### src/rtl/ysyx_24090003_lsu_axil_bridge.sv
// ysyx_24090003_lsu_axil_bridge: turns one LSU memory request into one AXI4-Lite transaction
//
// Ports:
//   clk, rst                         clock (rising edge), asynchronous active-high reset
//   req_valid/req_ready              LSU request handshake
//   req_addr/req_wdata/req_we/req_wmask  request payload (wmask 001 byte, 010 half, 100 word)
//   resp_valid/resp_rdata/resp_err   one-cycle completion pulse, right-aligned load data, fault flag
//   aw*/w*/b*/ar*/r*                 AXI4-Lite master channels, all outputs registered
//
// Optional build macro:
//   YSYX_24090003_LSU_MISALIGN_CHECK_EN  misaligned half/word requests skip the bus and
//                                        complete immediately with resp_err=1
module ysyx_24090003_lsu_axil_bridge #(
    parameter int ADDR_W = 32,
    parameter int DATA_W = 32
) (
    input  logic                  clk,
    input  logic                  rst,
    input  logic                  req_valid,
    output logic                  req_ready,
    input  logic [ADDR_W-1:0]     req_addr,
    input  logic [DATA_W-1:0]     req_wdata,
    input  logic                  req_we,
    input  logic [2:0]            req_wmask,
    output logic                  resp_valid,
    output logic [DATA_W-1:0]     resp_rdata,
    output logic                  resp_err,
    output logic                  awvalid,
    input  logic                  awready,
    output logic [ADDR_W-1:0]     awaddr,
    output logic                  wvalid,
    input  logic                  wready,
    output logic [DATA_W-1:0]     wdata,
    output logic [DATA_W/8-1:0]   wstrb,
    input  logic                  bvalid,
    output logic                  bready,
    input  logic [1:0]            bresp,
    output logic                  arvalid,
    input  logic                  arready,
    output logic [ADDR_W-1:0]     araddr,
    input  logic                  rvalid,
    output logic                  rready,
    input  logic [DATA_W-1:0]     rdata,
    input  logic [1:0]            rresp
);
    typedef enum logic [2:0] {IDLE, WR_REQ, WR_RESP, RD_REQ, RD_DATA, RESP} state_t;

    state_t                state, state_n;
    logic [1:0]            off, off_n;
    logic                  misalign, aw_left, w_left, wr_done;
    logic [DATA_W/8-1:0]   base;
    logic                  awvalid_n, wvalid_n, arvalid_n, bready_n, rready_n;
    logic                  req_ready_n, resp_valid_n, err_n;
    logic [ADDR_W-1:0]     awaddr_n, araddr_n;
    logic [DATA_W-1:0]     wdata_n, rdata_n;
    logic [DATA_W/8-1:0]   wstrb_n;

`ifdef YSYX_24090003_LSU_MISALIGN_CHECK_EN
    assign misalign = (req_wmask == 3'b001) ? 1'b0 :
                      (req_wmask == 3'b010) ? req_addr[0] : (req_addr[1:0] != 2'b00);
`else
    assign misalign = 1'b0;
`endif

    // Unknown masks fall back to a full word.
    assign base    = (req_wmask == 3'b001) ? 4'b0001 : (req_wmask == 3'b010) ? 4'b0011 : 4'b1111;
    // AW and W retire independently; the write phase ends once neither is still pending.
    assign aw_left = awvalid & ~awready;
    assign w_left  = wvalid & ~wready;
    assign wr_done = ~aw_left & ~w_left;

    always_ff @(posedge clk or posedge rst) begin
        if (rst) state <= IDLE;
        else     state <= state_n;
    end

    always_comb begin
        state_n = state;
        case (state)
            IDLE:    state_n = !req_valid ? IDLE : misalign ? RESP : req_we ? WR_REQ : RD_REQ;
            WR_REQ:  state_n = wr_done ? WR_RESP : WR_REQ;
            WR_RESP: state_n = bvalid ? RESP : WR_RESP;
            RD_REQ:  state_n = arready ? RD_DATA : RD_REQ;
            RD_DATA: state_n = rvalid ? RESP : RD_DATA;
            RESP:    state_n = IDLE;
            default: state_n = IDLE;
        endcase
    end

    always_comb begin
        awvalid_n = awvalid;
        wvalid_n  = wvalid;
        arvalid_n = arvalid;
        bready_n  = bready;
        rready_n  = rready;
        awaddr_n  = awaddr;
        araddr_n  = araddr;
        wdata_n   = wdata;
        wstrb_n   = wstrb;
        off_n     = off;
        rdata_n   = resp_rdata;
        err_n     = resp_err;
        case (state)
            IDLE: begin
                if (req_valid) begin
                    off_n = req_addr[1:0];
                    err_n = misalign;
                    if (!misalign && req_we) begin
                        awvalid_n = 1'b1;
                        wvalid_n  = 1'b1;
                        awaddr_n  = req_addr;
                        wstrb_n   = base << req_addr[1:0];
                        wdata_n   = req_wdata << {req_addr[1:0], 3'b000};
                    end
                    if (!misalign && !req_we) begin
                        arvalid_n = 1'b1;
                        araddr_n  = req_addr;
                    end
                end
            end
            WR_REQ: begin
                awvalid_n = aw_left;
                wvalid_n  = w_left;
                bready_n  = wr_done;
            end
            WR_RESP: begin
                if (bvalid) begin
                    bready_n = 1'b0;
                    err_n    = |bresp;
                end
            end
            RD_REQ: begin
                if (arready) begin
                    arvalid_n = 1'b0;
                    rready_n  = 1'b1;
                end
            end
            RD_DATA: begin
                if (rvalid) begin
                    rready_n = 1'b0;
                    rdata_n  = rdata >> {off, 3'b000};
                    err_n    = |rresp;
                end
            end
            default: ;
        endcase
    end

    // Handshake flags follow the next state so they line up with it cycle-for-cycle.
    assign req_ready_n  = (state_n == IDLE);
    assign resp_valid_n = (state_n == RESP);

    always_ff @(posedge clk or posedge rst) begin
        if (rst) begin
            req_ready  <= 1'b1;
            resp_valid <= 1'b0;
            resp_rdata <= '0;
            resp_err   <= 1'b0;
            awvalid    <= 1'b0;
            wvalid     <= 1'b0;
            arvalid    <= 1'b0;
            bready     <= 1'b0;
            rready     <= 1'b0;
            awaddr     <= '0;
            araddr     <= '0;
            wdata      <= '0;
            wstrb      <= '0;
            off        <= 2'b00;
        end else begin
            req_ready  <= req_ready_n;
            resp_valid <= resp_valid_n;
            resp_rdata <= rdata_n;
            resp_err   <= err_n;
            awvalid    <= awvalid_n;
            wvalid     <= wvalid_n;
            arvalid    <= arvalid_n;
            bready     <= bready_n;
            rready     <= rready_n;
            awaddr     <= awaddr_n;
            araddr     <= araddr_n;
            wdata      <= wdata_n;
            wstrb      <= wstrb_n;
            off        <= off_n;
        end
    end
endmodule

### config.mk
export PLATFORM = sky130hd
export DESIGN_NAME = ysyx_24090003_lsu_axil_bridge
export DESIGN_NICKNAME = d
export VERILOG_FILES = /design/src/rtl/ysyx_24090003_lsu_axil_bridge.sv
export SDC_FILE = /design/constraint.sdc
export NUM_CORES = 1
export LEC_CHECK = 0
export ABC_AREA = 1
export CAP_MARGIN = 20
export CORE_ASPECT_RATIO = 0.9
export CORE_MARGIN = 3
export CORE_UTILIZATION = 50
export DETAILED_ROUTE_END_ITERATION = 7
export DONT_BUFFER_PORTS = 1
export SLEW_MARGIN = 20
export SYNTH_ARGS = -nofsm -noshare
export SYNTH_HDL_FRONTEND = slang
export SYNTH_SLANG_ARGS = --single-unit
### constraint.sdc
create_clock -name clk -period 5.2 [get_ports clk]
set_input_delay 0.78 -clock clk [delete_from_list [all_inputs] [get_ports clk]]
set_output_delay 0.78 -clock clk [all_outputs]
set_load 0.005 [all_outputs]
==> results.cfg <==
[grt]
grt_max_degree = 106
grt_pass1_vias = 5138
grt_pass1_wl_um = 26700
antenna_found_initial = 0
grt-ovfl-total = 0
grt_use_total_pct = 23.1

[detailed_routing]
vias = 5072
drcViolationCount = 0
drt_iter0_markers = 322
ant_nets = 0
wirelength_um = 16900
drt-vias-per-instance = 5.51
firstDrtPassIters = 5
post_drt_wl_per_cell_um = 18.4

[cells_and_area]
stdcell_count = 921
final_nets = 856
layout-drive-gt1-share_pct = 11.9
finish.utilization_pct = 55.9
multi_input_area_um2 = 2460
num_antenna_cells = 0
regArea_um2 = 3630
area_growth_pct = 8.04
final_cell_area_um2 = 7200
num-fill-cells = 1193

[clocking]
clock-root-buffer = clkbuf_16
cts_tree = done
cts_buffers = 17
cts_setup_buffers = 0
postCtsResizedCells = 0
hold_buffers = 0
max-clock-path-buffers = 2
htree_levels = 4
clk_latency_ps = 410
clock-sinks = 145
cts.clk_slew.worst_paths_ps = 60

[synthesis]
async_flop_share_pct = 100
synth_edf_count = 0
postSynthCellCount = 768
synthDistinctLibCells = 33
ys.flop_type = dfrtp_1
synth_seq_cells = 145
synth_most_common_cell = nand2_1
yosysTopAreaCell = dfrtp_1
synth-seq-area-share_pct = 54.5
synth_fp_nets = 880
avgSynthCellArea_um2 = 8.67
yosysWarnings = 0
netlist.area_leader.share_pct = 54.1
synth_area_leaders = dfrtp_1 (54%), nand2_1 (14%), o21ai_0 (5.9%)
syn-cell-area_um2 = 6660
ys_top_cells_by_count = nand2_1 (254), dfrtp_1 (144), o21ai_0 (78), inv_1 (66), o21ai_1 (35)

[floorplan]
die_area_um2 = 14700
rows = 39
start_util_pct = 51.7
io_pins = 252
die_h_um = 116
core_area_um2 = 12900
chipWidth_um = 128

[power]
leakagePower_nw = 3.63
peakVddDrop_uv = 273
p_per_area_nw_per_um2 = 613

[min_path]
hold_class = input port to asynchronous set/reset pin

[worst_setup_path]
path_max_fanout = 33
cp-end-kind = flop
cp-start-kind = flop
reg2reg_from = off[1]
cp_top_family = flip-flops
worst-path-buf-inv = 1
slowest_stage = dfrtp_1
cp.depth = 3
crit_chain = clkinv_1 > a21oi_1 > o21ai_0
r2r_setup_slack_ps = 2850
worst-r2r-cell-count = 3
cp.required_ps = 5460
reg2reg_to = resp_rdata[14]
arrival_ps = 2610
max_stage_delay_ps = 1030
crit_type = flop to flop

[placed_design]
placed_area_um2 = 6580
dpl.hpwl_um = 12100
dp.cells = 889
gp_congestion = 0.932
io_buffers = 0

[sta]
slew_headroom_pct = 29.9
slew_viol_final = 0
setup_violations = 0
fmax_mhz = 426
worst_pin_slew_ps = 1050
hold_viol = 0
period_minus_slack_ps = 2350
setup_tns_ps = 0
final.period_utilization_pct = 45.2
rsz0062_at_grt = false
skew_ps = 5.65

[status]
status = finished clean

[job]
maxCapViolCount = 0
-- placed cells by master (no fill, tap or decap), types with 2 or more instances in the layout --
master       n
dfrtp_1    144
buf_4        2
or2_2       23
nand2_4      2
nand2_1    254
a21oi_1      9
inv_2        3
nor2_4       2
a22oi_2      2
nand3_1     18
inv_1       65
bufinv_16    3
clkinv_2     4
o21ai_1     35
o21ai_2     18
o22ai_1     10
nor2_1      17
o21ai_0     78
o31ai_1     16
clkbuf_8     2
o211ai_1    15
clkbuf_16   17
inv_6        3
clkinv_4     3
-- state kept, by name, summed over array words and instances (netlist names), 2 cells and up --
name / flops
state: 3
araddr: 32
awaddr: 32
resp_rdata: 32
wdata: 32
wstrb: 4
off: 2
-- layer usage --
layer	track usage [%]	share of wire (%)	up-vias
met2	37.8	49	206
met5	0	0	-
met3	10.0	11	27
li1	-	-	2428
met1	27.5	38	2411
met4	8.20	2.0	0
-- cells by family after synthesis --
kind of cell	count (synthesis)	share of synthesized area, %
AOI/OAI and AO/OA	184	16.5
DFF	145	54.5
and+or+nand+nor	323	20.4
buffers and inverters	116	8.64
-- cell type report --
type	instances	share of cell area [%]
timing repair buffer	2	0.209
clock buffer	20	6.35
inverter	71	3.79
multi-input combinational	507	34.2
sequential	145	50.4
tap	164	2.85
clock inverter	12	2.17
-- power breakdown --
| part | total, W | internal [W] | switching, W |
|---|---|---|---|
| clock | 0.00125 | 0.000783 | 0.000472 |
| combinational | 0.000992 | 0.000378 | 0.000615 |
| sequential | 0.00216 | 0.00165 | 0.000517 |
-- worst max-delay path by stage --
stage                   start  slack [ps]        endpoint
CTS                    off[1]        2890  resp_rdata[14]
floorplan                 rst         530       araddr[0]
global route           off[0]        2640   resp_rdata[4]
global placement    req_valid        2940      awaddr[30]
finish                 off[1]        2850  resp_rdata[14]
detailed placement  req_valid        2850       araddr[4]
-- worst register-to-register path, cell delays in order, from the launching register on --
cell and delay, ps:
dfrtp_1 1030, clkinv_1 730, a21oi_1 330, o21ai_0 100
-- through the flow --
stage / total power [W] / hold WS (ps) / worst slack [ps]
after floorplan: 0.00289 / 465 / 527
after global placement: 0.00313 / 496 / 2940
after detailed placement: 0.00319 / 497 / 2850
after CTS: 0.00446 / 470 / 2890
after global routing: 0.00473 / 484 / 2640
final: 0.00441 / 431 / 2850
Note: power is estimated with default switching activity, not from simulation.
